--- config.mk ---
export PLATFORM = sky130hd
export DESIGN_NAME = regfile_sb_flat
export DESIGN_NICKNAME = d
export VERILOG_FILES = /design/src/rtl/regfile_sb_if.sv /design/src/rtl/regfile_sb.sv /design/src/flat_wrapper.sv
export SDC_FILE = /design/constraint.sdc
export NUM_CORES = 2
export LEC_CHECK = 0
export CORE_MARGIN = 10
export CORE_UTILIZATION = 47
export CTS_CLUSTER_SIZE = 40
export DETAILED_ROUTE_END_ITERATION = 6
export SLEW_MARGIN = 20
export SYNTH_ARGS = -nofsm -noshare
export SYNTH_HDL_FRONTEND = slang
export SYNTH_SLANG_ARGS = --single-unit
--- constraint.sdc ---
create_clock -name clk -period 124.6 [get_ports clk]
set_clock_uncertainty 0.2 [all_clocks]
set_input_delay 37.38 -clock clk [delete_from_list [all_inputs] [get_ports clk]]
set_output_delay 37.38 -clock clk [all_outputs]
set_load 0.05 [all_outputs]
--- src/rtl/regfile_sb_if.sv ---
// Decode/writeback/debug bundle for regfile_sb.
// The master drives addresses and controls; the slave returns read data, readiness and busy count.
interface regfile_sb_if #(
    parameter int XLEN = 32,
    parameter int AW   = 5
);
    logic [AW-1:0]   rd_addr_a;
    logic [AW-1:0]   rd_addr_b;
    logic [XLEN-1:0] rd_data_a;
    logic [XLEN-1:0] rd_data_b;
    logic            rd_ready_a;
    logic            rd_ready_b;
    logic            iss_en;
    logic [AW-1:0]   iss_addr;
    logic            wb_en;
    logic [AW-1:0]   wb_addr;
    logic [XLEN-1:0] wb_data;
    logic            flush;
    logic [AW:0]     busy_cnt;
    logic [AW-1:0]   dbg_addr;
    logic [XLEN-1:0] dbg_data;

    modport master (
        output rd_addr_a, rd_addr_b, iss_en, iss_addr, wb_en, wb_addr, wb_data, flush, dbg_addr,
        input  rd_data_a, rd_data_b, rd_ready_a, rd_ready_b, busy_cnt, dbg_data
    );

    modport slave (
        input  rd_addr_a, rd_addr_b, iss_en, iss_addr, wb_en, wb_addr, wb_data, flush, dbg_addr,
        output rd_data_a, rd_data_b, rd_ready_a, rd_ready_b, busy_cnt, dbg_data
    );
endinterface

--- src/rtl/regfile_sb.sv ---
// Integer register file with writeback-to-read bypass and a per-register busy scoreboard
// used by the pipeline controller to stall on RAW hazards.
module regfile_sb #(
    parameter int XLEN     = 32,
    parameter int NREG     = 32,
    parameter int ZERO_REG = 1,
    parameter int BYPASS   = 1
) (
    input logic         clk,
    input logic         rst,
    regfile_sb_if.slave bus
);
    localparam int AW = $clog2(NREG);

    logic [XLEN-1:0] regs_q [NREG];
    logic [NREG-1:0] busy_q;
    logic [NREG-1:0] busy_d;
    logic [AW:0]     busy_cnt_q;
    logic [AW:0]     busy_cnt_d;

    logic wb_ok;
    logic iss_ok;
    logic zero_a;
    logic zero_b;
    logic hit_a;
    logic hit_b;

    // Register 0 ignores writes and issues when it is hardwired to zero.
    assign wb_ok  = bus.wb_en  && !((ZERO_REG != 0) && (bus.wb_addr  == '0));
    assign iss_ok = bus.iss_en && !((ZERO_REG != 0) && (bus.iss_addr == '0));

    assign zero_a = (ZERO_REG != 0) && (bus.rd_addr_a == '0);
    assign zero_b = (ZERO_REG != 0) && (bus.rd_addr_b == '0);
    assign hit_a  = (BYPASS != 0) && bus.wb_en && (bus.wb_addr == bus.rd_addr_a);
    assign hit_b  = (BYPASS != 0) && bus.wb_en && (bus.wb_addr == bus.rd_addr_b);

    always_ff @(posedge clk or posedge rst) begin
        if (rst) begin
            for (int i = 0; i < NREG; i++) begin
                regs_q[i] <= '0;
            end
        end else if (wb_ok) begin
            regs_q[bus.wb_addr] <= bus.wb_data;
        end
    end

    // Issue is applied after writeback so a same-address pair leaves the new producer pending.
    always_comb begin
        busy_d = busy_q;
        if (bus.flush) begin
            busy_d = '0;
        end else begin
            if (wb_ok) begin
                busy_d[bus.wb_addr] = 1'b0;
            end
            if (iss_ok) begin
                busy_d[bus.iss_addr] = 1'b1;
            end
        end
    end

    always_comb begin
        busy_cnt_d = '0;
        for (int i = 0; i < NREG; i++) begin
            busy_cnt_d = busy_cnt_d + (AW+1)'(busy_d[i]);
        end
    end

    always_ff @(posedge clk or posedge rst) begin
        if (rst) begin
            busy_q     <= '0;
            busy_cnt_q <= '0;
        end else begin
            busy_q     <= busy_d;
            busy_cnt_q <= busy_cnt_d;
        end
    end

    always_comb begin
        bus.rd_data_a = regs_q[bus.rd_addr_a];
        if (zero_a) begin
            bus.rd_data_a = '0;
        end else if (hit_a) begin
            bus.rd_data_a = bus.wb_data;
        end
        bus.rd_data_b = regs_q[bus.rd_addr_b];
        if (zero_b) begin
            bus.rd_data_b = '0;
        end else if (hit_b) begin
            bus.rd_data_b = bus.wb_data;
        end
    end

    assign bus.rd_ready_a = !busy_q[bus.rd_addr_a] || hit_a || zero_a;
    assign bus.rd_ready_b = !busy_q[bus.rd_addr_b] || hit_b || zero_b;
    assign bus.busy_cnt   = busy_cnt_q;
    assign bus.dbg_data   = regs_q[bus.dbg_addr];
endmodule
--- src/flat_wrapper.sv ---
// flat-port wrapper written by rule: the top's interface ports become plain ports
module regfile_sb_flat 
#(
    parameter int XLEN     = 32,
    parameter int NREG     = 32,
    parameter int ZERO_REG = 1,
    parameter int BYPASS   = 1
)
  (clk, rst, bus_rd_addr_a, bus_rd_addr_b, bus_iss_en, bus_iss_addr, bus_wb_en, bus_wb_addr, bus_wb_data, bus_flush, bus_dbg_addr, bus_rd_data_a, bus_rd_data_b, bus_rd_ready_a, bus_rd_ready_b, bus_busy_cnt, bus_dbg_data);
  regfile_sb_if #(.XLEN(XLEN)) bus_i ();
  input logic clk;
  input logic rst;
  input wire logic [$bits(bus_i.rd_addr_a)-1:0] bus_rd_addr_a;
  input wire logic [$bits(bus_i.rd_addr_b)-1:0] bus_rd_addr_b;
  input wire logic [$bits(bus_i.iss_en)-1:0] bus_iss_en;
  input wire logic [$bits(bus_i.iss_addr)-1:0] bus_iss_addr;
  input wire logic [$bits(bus_i.wb_en)-1:0] bus_wb_en;
  input wire logic [$bits(bus_i.wb_addr)-1:0] bus_wb_addr;
  input wire logic [$bits(bus_i.wb_data)-1:0] bus_wb_data;
  input wire logic [$bits(bus_i.flush)-1:0] bus_flush;
  input wire logic [$bits(bus_i.dbg_addr)-1:0] bus_dbg_addr;
  output wire logic [$bits(bus_i.rd_data_a)-1:0] bus_rd_data_a;
  output wire logic [$bits(bus_i.rd_data_b)-1:0] bus_rd_data_b;
  output wire logic [$bits(bus_i.rd_ready_a)-1:0] bus_rd_ready_a;
  output wire logic [$bits(bus_i.rd_ready_b)-1:0] bus_rd_ready_b;
  output wire logic [$bits(bus_i.busy_cnt)-1:0] bus_busy_cnt;
  output wire logic [$bits(bus_i.dbg_data)-1:0] bus_dbg_data;
  assign bus_i.rd_addr_a = bus_rd_addr_a;
  assign bus_i.rd_addr_b = bus_rd_addr_b;
  assign bus_i.iss_en = bus_iss_en;
  assign bus_i.iss_addr = bus_iss_addr;
  assign bus_i.wb_en = bus_wb_en;
  assign bus_i.wb_addr = bus_wb_addr;
  assign bus_i.wb_data = bus_wb_data;
  assign bus_i.flush = bus_flush;
  assign bus_i.dbg_addr = bus_dbg_addr;
  assign bus_rd_data_a = bus_i.rd_data_a;
  assign bus_rd_data_b = bus_i.rd_data_b;
  assign bus_rd_ready_a = bus_i.rd_ready_a;
  assign bus_rd_ready_b = bus_i.rd_ready_b;
  assign bus_busy_cnt = bus_i.busy_cnt;
  assign bus_dbg_data = bus_i.dbg_data;
  regfile_sb #(.XLEN(XLEN), .NREG(NREG), .ZERO_REG(ZERO_REG), .BYPASS(BYPASS)) u_core (.clk(clk), .rst(rst), .bus(bus_i));
endmodule
Word level (Yosys, flattened, before mapping)
Index checks and enable logic that the tools add are counted.

cells by class
  mux-type cells = 28
  $add $sub $neg = 31
  eq/ne operators = 2
  bitwise logic cells = 7
  magnitude comparators = 11
  reductions and logical operators = 19

operator list
  operator              number
  $bwmux W1024          1
  $bmux W32 S5          3
  $mux W32              15
  $add A6 B1 Y6         30
  $demux W32 S5         1
  $and A32 B32 Y32      1
  $not A32 Y32          1
  $or A32 B32 Y32       1
  $ge A6 B6 Y1 const B  4
  $lt A5 B6 Y1 const B  4
  $not A5 Y6            4
  $logic_not A5 Y1      4
  $bmux W1 S5           2
  $demux W1 S5          2
  $eq A5 B5 Y1          2
  $ge A5 B1 Y1 const B  2
  $logic_and A1 B1 Y1   7
  $lt A6 B1 Y1 const B  1
  $logic_not A1 Y1      4
  $logic_or A1 B1 Y1    4
  $mux W1               4
  $add A1 B1 Y2         1

word-level totals
  output and inout port bits = 104
  flip-flop bits (word level) = 1062
  word-level logic and storage cells = 132

Longest topological paths before layout
  word-level depth = 42
  gate-level depth with buffers = 25

Least setup slack after synthesis
Ideal clock, no wire load.

  path type = in2out
  start point = input port bus_rd_addr_b[1]
  end point = output port bus_rd_data_b[27]
  buffers on the path = 3
  stages on the path = 7
  slack = 46.657 ns
  arrival = 40.363 ns
  cell sequence = buf_2 > buf_2 > xnor2_1 > nand4_1 > or2_2 > clkbuf_1 > o311ai_0

between the ends
  word-level cells in the longest chain between the ends = 6

RTL lines
  what                                          RTL line            source
  from (decl)                                   flat_wrapper.sv:14  input wire logic [$bits(bus_i.rd_addr_b)-1:0] bus_rd_addr_b;
  $not A5 Y6 (not written as such)              regfile_sb.sv:86    bus.rd_data_b = regs_q[bus.rd_addr_b];
  $bmux W32 S5                                  regfile_sb.sv:86
  $mux W32 (not written as such) (2 in series)  regfile_sb.sv:86
  $mux W32                                      regfile_sb.sv:89    end else if (hit_b) begin
  $mux W32 (*)                                  regfile_sb.sv:87    if (zero_b) begin
  to (decl)                                     flat_wrapper.sv:23  output wire logic [$bits(bus_i.rd_data_b)-1:0] bus_rd_data_b;

Mark *: on every way between the ends. The rest lies on a longest branch, timed or not. The select of a mux whose other input is x is not followed.

Worst setup path in the final report
  start point = input port bus_rd_addr_a[0]
  end point = output port bus_rd_data_a[19]

between the ends
  word-level cells in the longest chain between the ends = 6

RTL lines
  what                                          RTL line            source
  from (decl)                                   flat_wrapper.sv:13  input wire logic [$bits(bus_i.rd_addr_a)-1:0] bus_rd_addr_a;
  $not A5 Y6 (not written as such)              regfile_sb.sv:80    bus.rd_data_a = regs_q[bus.rd_addr_a];
  $bmux W32 S5                                  regfile_sb.sv:80
  $mux W32 (not written as such) (2 in series)  regfile_sb.sv:80
  $mux W32                                      regfile_sb.sv:83    end else if (hit_a) begin
  $mux W32 (*)                                  regfile_sb.sv:81    if (zero_a) begin
  to (decl)                                     flat_wrapper.sv:22  output wire logic [$bits(bus_i.rd_data_a)-1:0] bus_rd_data_a;

Marks and branches as above.

==> reports/qor.txt <==
First-pass GRT wire length -> 326000 um
Cell area after synthesis -> 66100 um^2
Required @ worst endpoint -> 87020 ps
Final instance area -> 73000 um^2
TritonCTS buffer count -> 119
Arrival @ worst endpoint -> 42630 ps
Root buffer cell -> clkbuf_16
Antenna Nets Post-Route -> 0
# Post-CTS Setup Buffers -> 0
Post-cts resize count -> 0
Worst-margin pin slew -> 1180 ps
GR Layer Usage met1 -> 38.3%
Remaining DRCs -> 0
Critical-path maximum fanout -> 88
#FFs+latches synth -> 1062
Post-synth cell types -> 57
Placement Cell Area -> 68900 um^2
Share of the yosys chip area belonging to registers -> 40.2%
Clock slew at reported path FFs -> 60 ps
Fin crit share -> 64.4%
Maximum VDD drop -> 0.0158 mV
Routability cong. -> 0.812
FMAX -> 12.5 MHz
Startpoint types -> input port
Layout Nets -> 4342
Drt total wl -> 224000 um
Lkg Pwr -> 30.4 nW
DR vias -> 43600
Pwr dens -> 15.7 nW/um^2
# IOs -> 166
DR vias/cell -> 6.99
Drt initial violations -> 4266
RR Startpoint -> u_core.busy_q[1]$_DFF_PP0_
Final non-filler cell total -> 6232
Commonest non-fill, non-tap cells in the layout -> 1062 x dfrtp_1, 1013 x mux2_2, 863 x mux4_2
H-Tree Level Count -> 3
Final core utilization -> 52.3%
Clk sink count -> 1062
Setup violators final -> 0
Max-Cap Viols -> 0
Die footprint -> 156000 um^2
CTS tree -> built
Port Buf Inserts -> 165
Wire per inst -> 35.9 um
Total core area -> 140000 um^2
GRT met3 Usage -> 6.22%
Number of enable flip-flop cells after synthesis -> 0
Syn nets -> 4464
Main flop type after synthesis -> dfrtp_1
Status -> completed
Hold crit path type -> flip-flop to flip-flop
Worst slew margin -> 21.0%
Busiest layer in global routing -> met2
Cts hold-fix bufs -> 0
Synth warn -> 0
Worst-Skew Late Latency -> 750 ps
Tot Pwr -> 1.15 mW
Ratio of cells with drive above 1 in the final layout -> 51.8%
HP Start -> u_core.regs_q[1002]$_DFFE_PP0P_
Setup TNS -> 0 ps
Die Wd -> 395 um
Layout area overhead -> 10.6%
Initial antenna violation count -> 12
Synth Area per Inst -> 15.1 um^2
Starting density of the core -> 47.3%
Ys async rst share -> 100%
Clk buf depth -> 3
Min Tclk post-route -> 80210 ps
# rows -> 137
Inst Count DP -> 6003
Placed wire-length estimate -> 122000 um
CP endpoint kind -> output port
Mapped Cells -> 4370
Grt total ovfl -> 0
RSZ-0062 raised after global routing -> no
Die H -> 395 um
Critical path type -> input port to output port
GR met2 Demand/Resource -> 45.3%
First-pass DRT Iterations -> 6
GRT Util Overall -> 28.4%
Fin. Hold Viols -> 0
Slew Limit Fails -> 0
Crit. Startpoint -> bus_rd_addr_a[0]
Number of fill cells -> 11700
Commonest non-fill, non-tap cell in the layout -> dfrtp_1
Largest net degree at the start of global routing -> 162
Vias in the first global route -> 44000
per-layer routing:
layer  routed length (um)  part of all wire, %  vias up
met1                89100                   40    23800
met4                 8920                  4.0        6
met3                18600                  8.3      463
li1                     -                    -    17100
met5                   44                0.020        -
met2               107000                   48     2185
flip-flops by register name, summed over array words and instances, names as in the netlist:
name and count:
u_core.bus.busy_cnt 6, u_core.busy_q 32, u_core.regs_q 1024
metrics by stage:
step / hold WS (ps) / setup slack, ps
floorplan: 258 / 46660
finish: 213 / 44390
CTS: 215 / 44290
global placement: 197 / 44350
detailed placement: 202 / 44280
global route: 229 / 43950
critical path, cell delays in order:
cell             delay [ps]
buf_8                   580
buf_12                  590
buf_4                   860
buf_4                   780
mux4_2                  600
mux2i_1                 150
a21oi_1                  80
a311oi_1                530
nor2_1                  100
clkdlybuf4s50_1         720
cell usage after synthesis (all sizes together) (15+ instances only):
library cell	n	area share (%)
a21oi	69	0.52
buf	210	1.8
nor3	15	0.11
mux4	863	29
a221oi	18	0.24
nand2b	21	0.20
a22oi	16	0.18
clkbuf	311	1.8
a211oi	27	0.31
a21o	23	0.26
inv	47	0.27
o21ai	72	0.55
mux2i	173	2.6
o22ai	23	0.22
fa	24	0.73
mux2	1013	17
nand2	108	0.61
nand3	38	0.29
nor2	67	0.38
nor2b	23	0.22
dfrtp	1062	40
and3	19	0.18
area by class of cell:
type	instances	area [um^2]	share of cell area, %
timing repair buffer	278	2600	3.55
clock buffer	191	3690	5.06
sequential	1062	26600	36.4
clock inverter	35	452	0.618
inverter	47	186	0.255
multi-input combinational	2740	37200	50.9
tap	1876	2350	3.21
antenna	3	7.51	0.0103
power by group:
part | total [mW] | switching (mW) | internal, mW
Sequential | 0.470 | 0.0611 | 0.408
Combinational | 0.302 | 0.130 | 0.172
Clock | 0.375 | 0.153 | 0.222
final timing paths:
check,end,slack [ps],cells after the start
min reg2reg,u_core.regs_q[1002]$_DFFE_PP0P_,210,0
min,u_core.regs_q[1002]$_DFFE_PP0P_,210,0
max in group asynchronous,u_core.regs_q[402]$_DFFE_PP0P_,83490,6
max reg2reg,u_core.bus.busy_cnt[4]$_DFF_PP0_,119190,16
max,bus_rd_data_a[19],44390,10
min in group asynchronous,u_core.regs_q[898]$_DFFE_PP0P_,36980,2
cells by family (layout without fill, tap and decap cells):
| kind of cell | count (synthesis) | count (layout) | share of synthesized area [%] |
|---|---|---|---|
| buf+inv | 568 | 551 | 3.83 |
| simple gates | 331 | 331 | 2.43 |
| fa+ha+maj | 32 | 32 | 0.879 |
| flops | 1062 | 1062 | 40.2 |
| mux | 2049 | 2049 | 49.3 |
| xor+xnor | 13 | 13 | 0.172 |
| other cells | 0 | 3 | 0 |
| compound gates | 315 | 315 | 3.15 |
Power figures use the tool's default switching activity.
